### src/rtl/ex_muldiv_sequencer_if.sv
`default_nettype none
// +----------------------------------------------------------------------------+
// | Module      : ex_muldiv_sequencer_if                                       |
// | Description : Execute-stage <-> M-extension sequencer handshake bundle.     |
// |               master = execute/hazard side, slave = the sequencer.         |
// | Revision    : 1.0 - initial release                                         |
// +----------------------------------------------------------------------------+
interface ex_muldiv_sequencer_if #(
    parameter int XLEN = 32
);
    logic            start;
    logic [2:0]      funct3;
    logic [XLEN-1:0] operand_a;
    logic [XLEN-1:0] operand_b;
    logic            invalidate;
    logic            busy;
    logic            done;
    logic [XLEN-1:0] result;

    modport master (
        output start, funct3, operand_a, operand_b, invalidate,
        input  busy, done, result
    );

    modport slave (
        input  start, funct3, operand_a, operand_b, invalidate,
        output busy, done, result
    );
endinterface
`default_nettype wire

### src/rtl/ex_muldiv_sequencer.sv
`default_nettype none
// +----------------------------------------------------------------------------+
// | Module      : ex_muldiv_sequencer                                          |
// | Description : Iterative RV32M multiply/divide engine with control FSM.     |
// |               Shift-add multiplier, restoring divider, sign fix-up, abort. |
// |               Optional macro MULDIV_FAST_MUL_EN: single-cycle multiplies.  |
// | Revision    : 1.0 - initial release                                         |
// +----------------------------------------------------------------------------+
module ex_muldiv_sequencer #(
    parameter int XLEN = 32
) (
    input  logic                  clk,
    input  logic                  reset_n,
    ex_muldiv_sequencer_if.slave  bus
);

    localparam int c_CW = $clog2(XLEN);
    localparam logic [c_CW-1:0] c_LAST = c_CW'(XLEN - 1);

    localparam logic [1:0] c_IDLE = 2'd0;
    localparam logic [1:0] c_ITER = 2'd1;
    localparam logic [1:0] c_FIX  = 2'd2;

    localparam logic [2:0] c_F3_MUL    = 3'd0;
    localparam logic [2:0] c_F3_MULH   = 3'd1;
    localparam logic [2:0] c_F3_MULHSU = 3'd2;
    localparam logic [2:0] c_F3_MULHU  = 3'd3;
    localparam logic [2:0] c_F3_DIV    = 3'd4;
    localparam logic [2:0] c_F3_DIVU   = 3'd5;
    localparam logic [2:0] c_F3_REM    = 3'd6;
    localparam logic [2:0] c_F3_REMU   = 3'd7;

    localparam logic [XLEN-1:0] c_INT_MIN = {1'b1, {(XLEN-1){1'b0}}};

    // State and datapath registers. r_hi/r_lo hold the running product
    // (multiply) or remainder/quotient-in-progress (divide).
    logic [1:0]      r_state;
    logic [c_CW-1:0] r_cnt;
    logic [2:0]      r_f3;
    logic [XLEN-1:0] r_hi;
    logic [XLEN-1:0] r_lo;
    logic [XLEN-1:0] r_op;
    logic            r_neg_q;
    logic            r_neg_r;
    logic            r_done;
    logic [XLEN-1:0] r_result;

    // Operand decode wires
    logic            w_is_div;
    logic            w_sign_a;
    logic            w_sign_b;
    logic            w_neg_a;
    logic            w_neg_b;
    logic [XLEN-1:0] w_mag_a;
    logic [XLEN-1:0] w_mag_b;
    logic            w_div_zero;
    logic            w_div_ovf;

    // Iteration and fix-up wires
    logic [XLEN:0]     w_mul_sum;
    logic [XLEN:0]     w_div_shift;
    logic [XLEN:0]     w_div_diff;
    logic              w_div_ge;
    logic [2*XLEN-1:0] w_prod;
    logic [2*XLEN-1:0] w_prod_fix;
    logic [XLEN-1:0]   w_quo_fix;
    logic [XLEN-1:0]   w_rem_fix;
    logic [XLEN-1:0]   w_fix_result;
    logic              w_busy;

    // Decode signedness, magnitudes and the two divide special cases from the incoming op
    always_comb begin
        w_is_div   = bus.funct3[2];
        // Divides: DIV/REM signed (funct3[0]==0). Multiplies: only MULHU leaves a unsigned.
        w_sign_a   = w_is_div ? ~bus.funct3[0] : (bus.funct3[1:0] != 2'b11);
        // Multiplies: only MUL/MULH treat b as signed.
        w_sign_b   = w_is_div ? ~bus.funct3[0] : ~bus.funct3[1];
        w_neg_a    = w_sign_a & bus.operand_a[XLEN-1];
        w_neg_b    = w_sign_b & bus.operand_b[XLEN-1];
        w_mag_a    = w_neg_a ? (~bus.operand_a + 1'b1) : bus.operand_a;
        w_mag_b    = w_neg_b ? (~bus.operand_b + 1'b1) : bus.operand_b;
        w_div_zero = w_is_div & (bus.operand_b == '0);
        w_div_ovf  = w_is_div & ~bus.funct3[0] & (bus.operand_a == c_INT_MIN)
                   & (bus.operand_b == '1);
    end

`ifdef MULDIV_FAST_MUL_EN
    // Single signed product of sign/zero-extended operands; low 2*XLEN bits are exact.
    logic [2*XLEN-1:0] w_fast_a;
    logic [2*XLEN-1:0] w_fast_b;
    logic [2*XLEN-1:0] w_fast_prod;

    // Extend operands according to their signedness before the one-shot multiply
    always_comb begin
        w_fast_a    = {{XLEN{w_sign_a & bus.operand_a[XLEN-1]}}, bus.operand_a};
        w_fast_b    = {{XLEN{w_sign_b & bus.operand_b[XLEN-1]}}, bus.operand_b};
        w_fast_prod = w_fast_a * w_fast_b;
    end
`endif

    // One shift-add multiply step and one restoring divide step, computed every cycle
    always_comb begin
        w_mul_sum   = {1'b0, r_hi} + (r_lo[0] ? {1'b0, r_op} : {(XLEN+1){1'b0}});
        w_div_shift = {r_hi, r_lo[XLEN-1]};
        w_div_diff  = w_div_shift - {1'b0, r_op};
        // Partial remainder is always below 2*divisor, so the borrow bit decides the quotient bit.
        w_div_ge    = ~w_div_diff[XLEN];
    end

    // Final sign fix-up and half/quotient/remainder selection
    always_comb begin
        w_prod       = {r_hi, r_lo};
        w_prod_fix   = r_neg_q ? (~w_prod + 1'b1) : w_prod;
        w_quo_fix    = r_neg_q ? (~r_lo + 1'b1) : r_lo;
        w_rem_fix    = r_neg_r ? (~r_hi + 1'b1) : r_hi;
        w_fix_result = '0;
        case (r_f3)
            c_F3_MUL:                          w_fix_result = w_prod_fix[XLEN-1:0];
            c_F3_MULH, c_F3_MULHSU, c_F3_MULHU: w_fix_result = w_prod_fix[2*XLEN-1:XLEN];
            c_F3_DIV, c_F3_DIVU:               w_fix_result = w_quo_fix;
            c_F3_REM, c_F3_REMU:               w_fix_result = w_rem_fix;
            default:                           w_fix_result = '0;
        endcase
    end

    // Stall request; dropped in the done cycle so execute advances as it captures result
    always_comb begin
        w_busy = ~r_done & (((r_state == c_IDLE) & bus.start & ~bus.invalidate)
                            | (r_state == c_ITER) | (r_state == c_FIX));
    end

    assign bus.busy   = w_busy;
    assign bus.done   = r_done;
    assign bus.result = r_result;

    // Control FSM and datapath registers
    always_ff @(posedge clk or negedge reset_n) begin
        if (!reset_n) begin
            r_state  <= c_IDLE;
            r_cnt    <= '0;
            r_f3     <= '0;
            r_hi     <= '0;
            r_lo     <= '0;
            r_op     <= '0;
            r_neg_q  <= 1'b0;
            r_neg_r  <= 1'b0;
            r_done   <= 1'b0;
            r_result <= '0;
        end else begin
            r_done <= 1'b0;
            if (bus.invalidate) begin
                // Flush: abandon the op, result keeps its previous value.
                r_state <= c_IDLE;
            end else begin
                case (r_state)
                    c_IDLE: begin
                        if (bus.start) begin
                            r_f3    <= bus.funct3;
                            r_cnt   <= '0;
                            r_neg_q <= w_neg_a ^ w_neg_b;
                            r_neg_r <= w_neg_a;
                            if (w_div_zero) begin
                                // Quotient all ones, remainder = dividend, no sign fix-up.
                                r_hi    <= bus.operand_a;
                                r_lo    <= '1;
                                r_neg_q <= 1'b0;
                                r_neg_r <= 1'b0;
                                r_state <= c_FIX;
                            end else if (w_div_ovf) begin
                                r_hi    <= '0;
                                r_lo    <= c_INT_MIN;
                                r_neg_q <= 1'b0;
                                r_neg_r <= 1'b0;
                                r_state <= c_FIX;
`ifdef MULDIV_FAST_MUL_EN
                            end else if (!w_is_div) begin
                                // Product is already signed; skip the magnitude fix-up.
                                {r_hi, r_lo} <= w_fast_prod;
                                r_neg_q      <= 1'b0;
                                r_neg_r      <= 1'b0;
                                r_state      <= c_FIX;
`endif
                            end else if (w_is_div) begin
                                r_hi    <= '0;
                                r_lo    <= w_mag_a;
                                r_op    <= w_mag_b;
                                r_state <= c_ITER;
                            end else begin
                                // Multiplier sits in r_lo and shifts out as the product shifts in.
                                r_hi    <= '0;
                                r_lo    <= w_mag_b;
                                r_op    <= w_mag_a;
                                r_state <= c_ITER;
                            end
                        end
                    end
                    c_ITER: begin
                        r_cnt <= r_cnt + 1'b1;
                        if (r_f3[2]) begin
                            r_hi <= w_div_ge ? w_div_diff[XLEN-1:0] : w_div_shift[XLEN-1:0];
                            r_lo <= {r_lo[XLEN-2:0], w_div_ge};
                        end else begin
                            {r_hi, r_lo} <= {w_mul_sum, r_lo[XLEN-1:1]};
                        end
                        if (r_cnt == c_LAST) begin
                            r_state <= c_FIX;
                        end
                    end
                    c_FIX: begin
                        r_result <= w_fix_result;
                        r_done   <= 1'b1;
                        r_state  <= c_IDLE;
                    end
                    default: begin
                        r_state <= c_IDLE;
                    end
                endcase
            end
        end
    end

endmodule
`default_nettype wire
### src/flat_wrapper.sv
// flat-port wrapper written by rule: the top's interface ports become plain ports
module ex_muldiv_sequencer_flat 
#(
    parameter int XLEN = 32
)
  (clk, reset_n, bus_start, bus_funct3, bus_operand_a, bus_operand_b, bus_invalidate, bus_busy, bus_done, bus_result);
  ex_muldiv_sequencer_if #(.XLEN(XLEN)) bus_i ();
  input  logic clk;
  input  logic reset_n;
  input wire logic [$bits(bus_i.start)-1:0] bus_start;
  input wire logic [$bits(bus_i.funct3)-1:0] bus_funct3;
  input wire logic [$bits(bus_i.operand_a)-1:0] bus_operand_a;
  input wire logic [$bits(bus_i.operand_b)-1:0] bus_operand_b;
  input wire logic [$bits(bus_i.invalidate)-1:0] bus_invalidate;
  output wire logic [$bits(bus_i.busy)-1:0] bus_busy;
  output wire logic [$bits(bus_i.done)-1:0] bus_done;
  output wire logic [$bits(bus_i.result)-1:0] bus_result;
  assign bus_i.start = bus_start;
  assign bus_i.funct3 = bus_funct3;
  assign bus_i.operand_a = bus_operand_a;
  assign bus_i.operand_b = bus_operand_b;
  assign bus_i.invalidate = bus_invalidate;
  assign bus_busy = bus_i.busy;
  assign bus_done = bus_i.done;
  assign bus_result = bus_i.result;
  ex_muldiv_sequencer #(.XLEN(XLEN)) u_core (.clk(clk), .reset_n(reset_n), .bus(bus_i));
endmodule
### config.mk
export PLATFORM = sky130hd
export DESIGN_NAME = ex_muldiv_sequencer_flat
export DESIGN_NICKNAME = d
export VERILOG_FILES = /design/src/rtl/ex_muldiv_sequencer_if.sv /design/src/rtl/ex_muldiv_sequencer.sv /design/src/flat_wrapper.sv
export SDC_FILE = /design/constraint.sdc
export NUM_CORES = 1
export LEC_CHECK = 0
export ABC_CLOCK_PERIOD_IN_PS = 3200
export BUFFER_PORTS_ARGS = -buffer_cell sky130_fd_sc_hd__buf_2
export CAP_MARGIN = 20
export CORE_ASPECT_RATIO = 1.25
export CORE_MARGIN = 4
export CORE_UTILIZATION = 50
export CTS_CLUSTER_SIZE = 12
export DETAILED_ROUTE_END_ITERATION = 6
export GPL_TIMING_DRIVEN = 0
export PLACE_DENSITY_LB_ADDON = 0.25
export RECOVER_POWER = 50
export SLEW_MARGIN = 20
export SYNTH_ARGS = -nofsm -noshare
export SYNTH_HDL_FRONTEND = slang
export SYNTH_SLANG_ARGS = --single-unit
### constraint.sdc
create_clock -name clk -period 3.2 [get_ports clk]
set_input_delay 0.64 -clock clk [delete_from_list [all_inputs] [get_ports clk]]
set_output_delay 0.64 -clock clk [all_outputs]
set_load 0.01 [all_outputs]
Word level (Yosys, flattened, before mapping)
Cells that the tools add are included.

storage, ports and cells
  register bits = 141
  latch bits = 0
  bits in writable memories = 0
  ROM bits = 0
  bits of input ports = 71
  output and inout port bits = 34
  word-level logic and storage cells = 105
  memories kept = 0

cells by class
  $add $sub $neg = 8
  $mul = 0
  div/mod/pow operators = 0
  order comparisons = 0
  equality and inequality tests = 16
  shift operators = 0
  mux-type cells = 35
  bitwise gates (word level) = 24
  reduce and logical (&&, ||, !) cells = 12

operators with widths
  kind                                                                   count
  32-bit two-way mux                                                     15
  32-bit by 1-bit adder with 32-bit output, second input constant        4
  32-bit NOT                                                             4
  32-bit case mux with 2 select lines                                    2
  32-bit case mux with 4 select lines                                    1
  64-bit by 1-bit adder with 64-bit output, second input constant        1
  32-bit equality test, second input constant                            2
  64-bit two-way mux                                                     1
  64-bit NOT                                                             1
  32-bit by 33-bit adder with 33-bit output                              1
  33-bit by 32-bit subtractor with 33-bit output                         1
  32-bit logical NOT                                                     1
  3-bit equality test, second input constant                             4
  2-bit two-way mux                                                      5
  5-bit case mux with 2 select lines                                     1
  1-bit bitwise AND                                                      9
  1-bit two-way mux                                                      8
  1-bit NOT                                                              7
  3-bit by 2-bit equality test with 1-bit output, second input constant  2
  3-bit != test, second input constant                                   2
  3-bit AND reduction                                                    2
  5-bit by 1-bit adder with 5-bit output, second input constant          1
  5-bit equality test, second input constant                             1
  5-bit two-way mux                                                      1
  14 further kinds                                                       18

Depth between registers and ports, before layout
Gate-level depths: netlist (run 1).

  word-level depth = 9
  mapped depth = 14
  mapped depth without buffers = 12

Least setup slack after synthesis (run 1)
Ideal clock, no wire load.

  kind = input to register
  from = input port bus_operand_b[0]
  to = register u_core.r_hi[31]
  arrival = 3.194 ns
  slack = -0.063 ns
  cell stages on the path = 12
  buffers on the path = 2
  cell sequence = inv_1 -> ha_1 -> or3b_2 -> nor4_1 -> and4_1 -> clkbuf_1 -> and2_1 -> buf_2 -> nand3_1 -> o21a_1 -> or4_1 -> nand3_1

between the ends
  word-level cells in the longest chain between the ends = 5

RTL lines
  element                              line                        source
  start: declaration                   flat_wrapper.sv:13          input wire logic [$bits(bus_i.operand_b)-1:0] bus_operand_b;
  32-bit logical NOT                   ex_muldiv_sequencer.sv:82   w_div_zero = w_is_div & (bus.operand_b == '0);
  1-bit bitwise AND                    ex_muldiv_sequencer.sv:82
  32-bit two-way mux                   ex_muldiv_sequencer.sv:162  if (w_div_zero) begin
  32-bit two-way mux                   ex_muldiv_sequencer.sv:157  if (bus.start) begin
  32-bit case mux with 2 select lines  ex_muldiv_sequencer.sv:155  case (r_state)
  end signal: assignment               ex_muldiv_sequencer.sv:164  r_hi <= bus.operand_a;
  end signal: assignment               ex_muldiv_sequencer.sv:200  r_hi <= w_div_ge ? w_div_diff[XLEN-1:0] : w_div_shift[XLEN-1:0];
  end signal: assignment               ex_muldiv_sequencer.sv:203  {r_hi, r_lo} <= {w_mul_sum, r_lo[XLEN-1:1]};
  end: declaration                     ex_muldiv_sequencer.sv:40   logic [XLEN-1:0] r_hi;

No other way between the ends. The select of a mux whose other input is x is not followed.
A chain may end at the register's enable or synchronous reset.

Worst setup path after layout (run 1)
  from = register u_core.r_op[0]
  to = register u_core.r_hi[27]

between the ends
  word-level cells in the longest chain between the ends = 4
  elaborated cells between the ends (all ways) = 6

RTL lines
  element                                                                                      line                                                    source
  start: declaration                                                                           ex_muldiv_sequencer.sv:42                               logic [XLEN-1:0] r_op;
  start signal: assignment                                                                     ex_muldiv_sequencer.sv:186                              r_op <= w_mag_b;
  start signal: assignment                                                                     ex_muldiv_sequencer.sv:192                              r_op <= w_mag_a;
  32-bit two-way mux / 33-bit by 32-bit subtractor with 33-bit output (equally long branches)  ex_muldiv_sequencer.sv:103, ex_muldiv_sequencer.sv:105
  32-bit by 33-bit adder with 33-bit output / 32-bit two-way mux (equally long branches)       ex_muldiv_sequencer.sv:103, ex_muldiv_sequencer.sv:200
  32-bit two-way mux *                                                                         ex_muldiv_sequencer.sv:199                              if (r_f3[2]) begin
  32-bit case mux with 2 select lines *                                                        ex_muldiv_sequencer.sv:155

Every way passes the cells marked *; elsewhere a longest branch is shown, timed or not.

==> impl_metrics.json, run 1 <==
{
  "gr-total-overflow": 0,
  "fmax_mhz": 296.2,
  "worstSetupPathType": "reg -> reg",
  "worst_slack_ps": -176.5,
  "powerDensity_nw_per_um2": 955.4,
  "cts_tree": "yes",
  "die_h_um": 200.6,
  "crit_required_ps": 3530,
  "dp.cells": 2535,
  "timing.hold.ws_ps": 450.1,
  "clk_path_buf_depth": 2,
  "fin_crit_ps": 3376,
  "setup_violations": 10,
  "tightest_slew_ps": 1743,
  "first_pass_iters": 7,
  "drive_above_1_share": 0.1810,
  "synth_edf_count": 0,
  "die_w_um": 162.1,
  "crit_fanout": 4,
  "via_per_inst": 6.682,
  "grt_pass1_wl_mm": 101.8,
  "root_buffer": "clkbuf_16",
  "vdd_drop_max_mv": 0.4910,
  "outcome": "finished, violations left",
  "crit_arrival_ps": 3710,
  "syn-num-nets": 2177,
  "synth.distinct_cells": 75,
  "final_common_cell": "nand2_1",
  "ys.flop_type": "dfrtp_1",
  "diodes": 0,
  "hold_class": "in -> reg",
  "p_clk_frac": 0.120,
  "dieArea_um2": 32510,
  "htreeDepth": 4,
  "drtIter0Drc": 2076,
  "fill_cells": 2729,
  "drt_wl_total_mm": 69.89,
  "grt.total_usage": 0.4133,
  "maxCapViolCount": 1,
  "wl_per_cell_um": 26.64,
  "num_io_pins": 105,
  "ys_warn_count": 0,
  "hold_buffers": 0,
  "core_area_um2": 29250,
  "grt_max_degree": 78,
  "netSwitchingPower_mw": 9.316,
  "layout.nets": 2358,
  "clock_latency_ps": 460,
  "gp_congestion": 1.042,
  "power_mw": 17.30,
  "syn-cell-area_um2": 14840,
  "place_hpwl_mm": 53.73,
  "crit_path_start_kind": "flop",
  "rsz0062_at_grt": "true",
  "drc": 0,
  "ant_nets": 0,
  "port_buffers": 104,
  "relSlewSlack": -0.1619,
  "start_util": 0.5071,
  "rows": 70,
  "grt_pass1_vias": 16890,
  "syn-instance-count": 2033,
  "p_int_mw": 7.982,
  "skew_ps": 9.498,
  "pwr-share-seq": 0.175,
  "p_comb_frac": 0.705,
  "antenna_found_initial": 1,
  "finalNonFillerCells": 2623,
  "via_count": 17530,
  "area_growth_pct": 22.04,
  "hold_viol": 0,
  "avgSynthCellArea_um2": 7.297,
  "clk_pin_slew_ps": 80,
  "cts_buffers": 17,
  "ys_ff_latch": 141,
  "synth-async-reset-ratio": 1.000,
  "crit_path_end_kind": "flop",
  "fin_crit_sh": 1.055,
  "switching_share": 0.5385,
  "seq_area_frac_synth": 0.2378,
  "slew_violations": 66,
  "layout_common_cells": "nand2_1, a21oi_1, nor2_1",
  "cts_sinks": 141,
  "p_leak_nw": 7.549,
  "violations": "max-capacitance violations, max-slew violations, negative setup slack"
}
[synthesized netlist by cell type, drive strengths merged (4+ instances only)]
cell type	count	area share
nand2	267	0.068
a21oi	225	0.076
nor2	185	0.047
o21ai	180	0.061
dfrtp	141	0.24
clkbuf	125	0.032
xor2	100	0.059
xnor2	99	0.058
ha	71	0.060
inv	64	0.016
nor3	46	0.016
mux2i	36	0.024
o22ai	32	0.013
a21o	28	0.014
nand4	28	0.012
o31ai	28	0.014
nand3	27	0.0091
a211oi	26	0.013
a31oi	26	0.011
o211ai	25	0.013
or4	24	0.013
nor4	22	0.010
buf	20	0.0073
o21a	17	0.0086
o221ai	16	0.0094
o41ai	16	0.011
or3	16	0.0074
nand2b	13	0.0055
and2	12	0.0051
nor2b	12	0.0051
a221oi	11	0.0065
or2	8	0.0034
mux2	7	0.0053
a221o	5	0.0034
a22oi	5	0.0029
and3	5	0.0021
nand4b	5	0.0040
o21bai	5	0.0025
o22a	5	0.0030
a211o	4	0.0024
a21boi	4	0.0020
nand3b	4	0.0020
nor3b	4	0.0020
o311ai	4	0.0024
o31a	4	0.0024
[kinds of logic (layout without fill, tap and decap cells)]
logic type,Yosys count,count (layout),share of synthesized area
and+or+nand+nor,682,682,0.2137
xor gates and xnor gates,199,200,0.1175
adders and majority gates,73,73,0.06258
AOI/OAI and AO/OA,685,685,0.2835
DFF,141,141,0.2378
buffers and inverters,210,403,0.05533
muxes,43,43,0.02960
[critical path: stages, from the launching register on]
cell	delay, ps
dfrtp_1	430
and2_4	180
ha_4	170
fa_2	370
a211oi_2	300
o211ai_1	250
a211oi_4	270
buf_6	160
o31a_1	260
o21ai_4	130
a21oi_4	230
buf_4	150
mux2i_1	70
nor2_1	140
o2111ai_2	130
[flip-flops by register name, summed over array words and instances, names as in the netlist]
name	flops
u_core.bus.done	1
u_core.bus.result	32
u_core.r_cnt	5
u_core.r_f3	3
u_core.r_hi	32
u_core.r_lo	32
u_core.r_neg_q	1
u_core.r_neg_r	1
u_core.r_op	32
u_core.r_state	2
[power groups by stage]
stage	registers (mW)	logic [mW]	clock network [mW]
6_report	3.03	12.2	2.07
5_1_grt	3.04	12.8	2.12
4_1_cts	2.91	11.2	2.06
3_5_place_dp	2.92	9.68	0
3_3_place_gp	2.90	9.64	0
2_1_floorplan	2.61	6.85	0
[final timing paths]
kind	start	cells after the start	slack (ps)	to
max	u_core.r_op[0]	14	-180	u_core.r_hi[27]
min	bus_funct3[0]	3	450	u_core.r_f3[0]
max reg2reg	u_core.r_op[0]	14	-180	u_core.r_hi[27]
min reg2reg	u_core.r_op[29]	2	470	u_core.r_op[29]
max in group asynchronous	reset_n	2	410	u_core.r_lo[27]
min in group asynchronous	reset_n	1	640	u_core.bus.result[2]
[layout make-up]
| class | instances | area, um2 | share of cell area |
|---|---|---|---|
| multi-input cells | 1683 | 11360 | 0.6276 |
| flip-flops and latches | 141 | 3541 | 0.1956 |
| repair buffers | 174 | 1162 | 0.06420 |
| plain buffers | 132 | 700.7 | 0.03870 |
| well taps | 396 | 495.5 | 0.02737 |
| clock buffers | 18 | 439.2 | 0.02426 |
| inverters | 65 | 254.0 | 0.01403 |
| clock inverters | 14 | 148.9 | 0.008224 |
[what timing repair did]
item | CTS | global route
pin swaps | 30 | 67
endpoints found under the setup margin | 115 | 99
gates cloned | 5 | 0
buffers inserted | 36 | 31
resized for setup | 143 | 138
[per-stage QoR]
stage	area [um2]	setup TNS [ps]	worst slack (ps)	util
floorplan	14840	-33.27	-16.64	-
global placement	15860	-195770	-1521	0.5421
detailed placement	15910	-94010	-1482	0.5440
CTS	17460	-14.34	-12.18	0.5967
global route	18100	-2373	-235.3	0.6189
finish	18100	-758.0	-176.5	0.6189
[metal layers]
| layer | GRT usage | up-vias | part of all wire |
|---|---|---|---|
| met1 | 0.4690 | 8158 | 0.34 |
| met2 | 0.6750 | 1230 | 0.45 |
| met5 | 0 | - | 0.00020 |
| met4 | 0.3249 | 2 | 0.10 |
| met3 | 0.08154 | 426 | 0.10 |
| li1 | - | 7711 | - |
Power figures use the tool's default switching activity.
==> run 2, diff against run 1 <==
--- a/config.mk
+++ b/config.mk
@@ -14,7 +14,7 @@
 export CTS_CLUSTER_SIZE = 12
 export DETAILED_ROUTE_END_ITERATION = 6
 export GPL_TIMING_DRIVEN = 0
-export PLACE_DENSITY_LB_ADDON = 0.25
+export PLACE_DENSITY = 0.71
 export RECOVER_POWER = 50
 export SLEW_MARGIN = 20
 export SYNTH_ARGS = -nofsm -noshare
==> impl_metrics.json, run 2 (synthesized netlist as in run 1, its figures left out) <==
{
  "crit_path_start_kind": "flop",
  "crit_required_ps": 3540,
  "fmax_mhz": 297.9,
  "p_leak_nw": 7.613,
  "p_comb_frac": 0.708,
  "num_io_pins": 105,
  "worstSetupPathType": "reg -> reg",
  "antenna_found_initial": 0,
  "htreeDepth": 4,
  "drt_wl_total_mm": 69.10,
  "crit_path_end_kind": "flop",
  "cp_slowest_cell": "buf_1",
  "rows": 70,
  "tightest_slew_ps": 1627,
  "die_h_um": 200.6,
  "clk_path_buf_depth": 2,
  "first_pass_iters": 6,
  "clk_pin_slew_ps": 70,
  "drc": 0,
  "root_buffer": "clkbuf_16",
  "slowest_delay_ps": 830,
  "core_area_um2": 29250,
  "cts_buffers": 17,
  "fin_crit_sh": 1.049,
  "cts_tree": "yes",
  "setup_violations": 65,
  "drtIter0Drc": 1937,
  "grt.total_usage": 0.4045,
  "min_path_cells": 3,
  "outcome": "finished, violations left",
  "fin_crit_ps": 3356,
  "drive_above_1_share": 0.1828,
  "diodes": 0,
  "grt_pass1_wl_mm": 100.2,
  "final_common_cell": "nand2_1",
  "p_int_mw": 8.069,
  "hold_viol": 0,
  "via_per_inst": 6.630,
  "netSwitchingPower_mw": 9.164,
  "layout_common_cells": "nand2_1, a21oi_1, nor2_1",
  "hold_class": "in -> reg",
  "violations": "max-capacitance violations, max-slew violations, negative setup slack",
  "dieArea_um2": 32510,
  "rsz0062_at_grt": "true",
  "finalNonFillerCells": 2623,
  "p_clk_frac": 0.119,
  "final.setup.tns_ps": -3121,
  "place_hpwl_mm": 53.29,
  "vdd_drop_max_mv": 0.4636,
  "cts_sinks": 141,
  "slew_violations": 62,
  "fill_cells": 2740,
  "gp_congestion": 1.048,
  "via_count": 17390,
  "path_cells": "clkbuf_1, clkbuf_1, buf_1, o22ai_1, a221oi_1, nor2_1",
  "maxCapViolCount": 1,
  "crit_fanout": 10,
  "switching_share": 0.5318,
  "fin_area_um2": 18250,
  "port_buffers": 104,
  "gr-total-overflow": 0,
  "ant_nets": 0,
  "start_util": 0.5071,
  "area_growth_pct": 23.03,
  "die_w_um": 162.1,
  "crit_arrival_ps": 3690,
  "wl_per_cell_um": 26.35,
  "powerDensity_nw_per_um2": 944.2,
  "worst_slack_ps": -156.3,
  "skew_ps": 14.17,
  "grt_pass1_vias": 16780,
  "hold_buffers": 0,
  "dp_slack_ps": -1354,
  "reg2reg_depth": 6,
  "cp_common_cell": "clkbuf_1",
  "relSlewSlack": -0.08492,
  "grt_max_degree": 82,
  "dp.cells": 2535,
  "clock_latency_ps": 460,
  "postPlaceCellArea_um2": 15920,
  "pwr-share-seq": 0.173,
  "layout.nets": 2358
}
-- run 2: cell types whose count changed in the layout (fill, tap and decap cells not counted), moves of 7 or more --
| cell | change |
|---|---|
| nand2_1 | -11 |
| buf_4 | -13 |
| clkbuf_16 | +7 |
| nand2_2 | +8 |
-- run 2: power groups by stage --
stage	Combinational (mW)	Sequential, mW	Clock, mW
3_3_place_gp	9.56	2.88	0
6_report	12.2	2.99	2.05
5_1_grt	12.9	2.99	2.11
2_1_floorplan	6.85	2.61	0
3_5_place_dp	9.58	2.90	0
4_1_cts	10.8	2.89	2.03
-- run 2: worst paths after layout --
| path | from | end | slack [ps] |
|---|---|---|---|
| max | u_core.r_f3[2] | u_core.bus.result[4] | -160 |
| min | bus_funct3[0] | u_core.r_f3[0] | 440 |
| max reg2reg | u_core.r_f3[2] | u_core.bus.result[4] | -160 |
| min reg2reg | u_core.r_op[25] | u_core.r_op[25] | 470 |
| max in group asynchronous | reset_n | u_core.r_hi[0] | 400 |
| min in group asynchronous | reset_n | u_core.bus.result[2] | 590 |
-- run 2: cell type report --
type / instances / area (um2) / area share
multi-input cells: 1682 / 11370 / 0.6230
flip-flops and latches: 141 / 3537 / 0.1938
repair buffers: 173 / 1296 / 0.07102
plain buffers: 134 / 732.0 / 0.04010
well taps: 396 / 495.5 / 0.02715
clock buffers: 17 / 425.4 / 0.02331
inverters: 65 / 246.5 / 0.01350
clock inverters: 15 / 148.9 / 0.008157
-- run 2: repair_timing --
action / in CTS / in global routing
buffers inserted: 23 / 35
pin swaps: 28 / 76
hold endpoints to repair: 0 / 0
gates cloned: 2 / 7
gates resized for setup: 132 / 167
endpoints found under the setup margin: 120 / 80
-- run 2: worst max-delay path: cells and delay by family (launching register included) --
kind	cells	cell delay [ps]
buffers and inverters	3	2180
AO/OA/AOI/OAI	2	650
flip-flops	1	320
AND/OR/NAND/NOR	1	80
-- run 2: metrics by stage --
stage | hold slack (ps) | util | total power, mW
floorplan | 344.4 | - | 9.454
CTS | 135.8 | 0.5902 | 15.73
finish | 445.0 | 0.6240 | 17.23
detailed placement | 457.0 | 0.5441 | 12.49
global placement | 454.7 | 0.5421 | 12.44
global route | 459.5 | 0.6240 | 18.02
-- run 2: routing by layer --
| metal | up-vias | GRT usage | part of all wire |
|---|---|---|---|
| met2 | 1114 | 0.6632 | 0.46 |
| met4 | 0 | 0.3086 | 0.10 |
| met5 | - | 0 | 0 |
| met3 | 389 | 0.06675 | 0.089 |
| met1 | 8178 | 0.4691 | 0.35 |
| li1 | 7709 | - | - |
==> run 3, diff against run 2 <==
--- a/config.mk
+++ b/config.mk
@@ -5,6 +5,7 @@
 export SDC_FILE = /design/constraint.sdc
 export NUM_CORES = 1
 export LEC_CHECK = 0
+export ABC_AREA = 1
 export ABC_CLOCK_PERIOD_IN_PS = 3200
 export BUFFER_PORTS_ARGS = -buffer_cell sky130_fd_sc_hd__buf_2
 export CAP_MARGIN = 20
@@ -14,7 +15,7 @@
 export CTS_CLUSTER_SIZE = 12
 export DETAILED_ROUTE_END_ITERATION = 6
 export GPL_TIMING_DRIVEN = 0
-export PLACE_DENSITY = 0.71
+export PLACE_DENSITY = 0.7
 export RECOVER_POWER = 50
 export SLEW_MARGIN = 20
 export SYNTH_ARGS = -nofsm -noshare
==> impl_metrics.json, run 3 <==
{
  "outcome": "finished, violations left",
  "violations": "design-rule violations",
  "slowest_delay_ps": 800,
  "ys_warn_count": 0,
  "rows": 79,
  "layout.nets": 3692,
  "gp_congestion": 1.175,
  "powerDensity_nw_per_um2": 739.8,
  "die_h_um": 225.0,
  "clk_pin_slew_ps": 70,
  "synth-async-reset-ratio": 1.000,
  "ys_ff_latch": 141,
  "drive_above_1_share": 0.07526,
  "relSlewSlack": 0.04701,
  "p_leak_nw": 10.86,
  "htreeDepth": 4,
  "cts_tree": "yes",
  "power_mw": 15.27,
  "maxCapViolCount": 0,
  "ant_nets": 0,
  "slew_violations": 0,
  "skew_ps": 17.24,
  "port_buffers": 103,
  "seq_area_frac_synth": 0.1874,
  "crit_required_ps": 3560,
  "hold_viol": 0,
  "num_io_pins": 105,
  "synth.top_cells.by_area": "nand2_1, dfrtp_1, nand3_1",
  "final_common_cell": "nand2_1",
  "fin_crit_sh": 0.9896,
  "core_area_um2": 37260,
  "grt_pass1_wl_mm": 137.6,
  "diodes": 0,
  "yosysTopAreaCell": "nand2_1",
  "root_buffer": "clkbuf_16",
  "fin_crit_ps": 3167,
  "avgSynthCellArea_um2": 5.503,
  "wl_per_cell_um": 23.35,
  "clock_latency_ps": 480,
  "syn-instance-count": 3421,
  "die_w_um": 181.6,
  "synth_common_cells": "nand2_1, inv_1, nor2_1",
  "grt.total_usage": 0.4451,
  "synth_edf_count": 0,
  "gr-total-overflow": 0,
  "drtIter0Drc": 3477,
  "tightest_slew_ps": 1429,
  "antenna_found_initial": 1,
  "final.setup.tns_ps": 0,
  "layout_common_cells": "nand2_1, inv_1, nor2_1",
  "drc": 22,
  "timing.hold.ws_ps": 476.0,
  "grt_max_degree": 88,
  "dp.cells": 4011,
  "cts_sinks": 141,
  "place_hpwl_mm": 76.02,
  "clk_path_buf_depth": 2,
  "yosys.area.top_type_share": 0.2287,
  "setup_violations": 0,
  "hold_class": "in -> async",
  "fmax_mhz": 315.8,
  "vdd_drop_max_mv": 0.4630,
  "cts_buffers": 17,
  "crit_path_end_kind": "flop",
  "ys.flop_type": "dfrtp_1",
  "utilization": 0.5539,
  "area_growth_pct": 9.636,
  "crit_arrival_ps": 3530,
  "synth_most_common_cell": "nand2_1",
  "cp_slowest_cell": "dfrtp_1",
  "syn-num-nets": 3565,
  "syn-cell-area_um2": 18830,
  "grt_pass1_vias": 22390,
  "start_util": 0.5052,
  "finalNonFillerCells": 4047,
  "via_count": 24490,
  "synth.distinct_cells": 53,
  "worstSetupPathType": "reg -> reg",
  "path_cells": "ha_1, nand2_1, inv_1, a21oi_2, nand2_2, nand2_2, nand2_2, nand2_2, nand3_2, nand2_4, buf_6, nand3_2, nand3_1, nand2_1, nand2_1, nand2_1",
  "dieArea_um2": 40840,
  "crit_fanout": 10,
  "via_per_inst": 6.052,
  "drt_wl_total_mm": 94.50,
  "crit_path_start_kind": "flop",
  "first_pass_iters": 7
}
==> run 3: cell types whose count changed after synthesis, sizes merged, moves of 26 or more <==
cell	before	now
clkbuf	125	76
o22ai	32	2
xor2	100	61
inv	64	454
nand4	28	83
buf	20	51
o21ai	180	224
o31ai	28	2
nand3	27	342
xnor2	99	19
nand2	267	1162
mux2i	36	0
nor2	185	370
==> run 3: cells by family after synthesis <==
family          count (synthesis)  share of synthesized area
compound gates                500                     0.1420
xor+xnor                       80                    0.03722
fa+ha+maj                      73                    0.04931
buf+inv                       584                     0.1237
simple gates                 2043                     0.4604
flops                         141                     0.1874
==> run 3: report_power, final <==
part           internal (mW)  leakage [nW]  total, mW  switching, mW
combinational           2.89          8.86       9.74           6.85
sequential              2.32          1.71       3.31          0.987
clock                   1.25         0.288       2.22          0.976
total                   6.45          10.9       15.3           8.82
==> run 3: per-layer routing <==
layer	vias up	track usage	wire [um]
li1	11240	-	-
met4	2	0.3294	9094
met5	-	0.001176	12
met1	11030	0.5447	34100
met3	455	0.1208	12200
met2	1766	0.6699	39100
==> run 3: critical path, delay by kind of cell (launching register included) <==
| family | cells | cell delay, ps |
|---|---|---|
| flip-flops | 1 | 800 |
| AO/OA/AOI/OAI | 1 | 180 |
| adder cells (fa/ha/maj) | 1 | 420 |
| AND/OR/NAND/NOR | 12 | 1380 |
| buffers and inverters | 2 | 260 |
==> run 3: area by class of cell <==
| class | instances | area (um2) |
|---|---|---|
| buffer | 127 | 621.8 |
| clock buffer | 19 | 432.9 |
| clock inverter | 13 | 176.4 |
| fill | 4088 | 16620 |
| inverter | 457 | 1723 |
| multi-input combinational | 2696 | 13010 |
| sequential | 141 | 3536 |
| tap | 486 | 608.1 |
| timing repair buffer | 108 | 533.0 |
==> run 3: per-stage QoR <==
| step | setup WS [ps] | area, um2 |
|---|---|---|
| floorplan | 760.3 | 18830 |
| global placement | -619.7 | 19950 |
| detailed placement | -353.6 | 19990 |
| CTS | 34.20 | 20640 |
| global route | -0.2596 | 20640 |
| finish | 33.40 | 20640 |
==> run 3: final timing paths <==
path | slack, ps | to | from | depth (start not counted)
max | 30 | u_core.r_hi[18] | u_core.r_hi[6] | 16
min | 480 | u_core.bus.result[5] | reset_n | 1
max reg2reg | 30 | u_core.r_hi[18] | u_core.r_hi[6] | 16
min reg2reg | 490 | u_core.bus.result[30] | u_core.bus.result[30] | 2
max in group asynchronous | 490 | u_core.r_hi[0] | reset_n | 2
min in group clk | 480 | u_core.r_f3[1] | bus_funct3[1] | 3
==> run 3: repair_timing <==
item | 4_1_cts | 5_1_grt
pin swaps | 0 | 1
resized for setup | 13 | 19
buffers inserted | 2 | 2
hold buffers | 0 | 0
setup endpoints to repair | 22 | 24
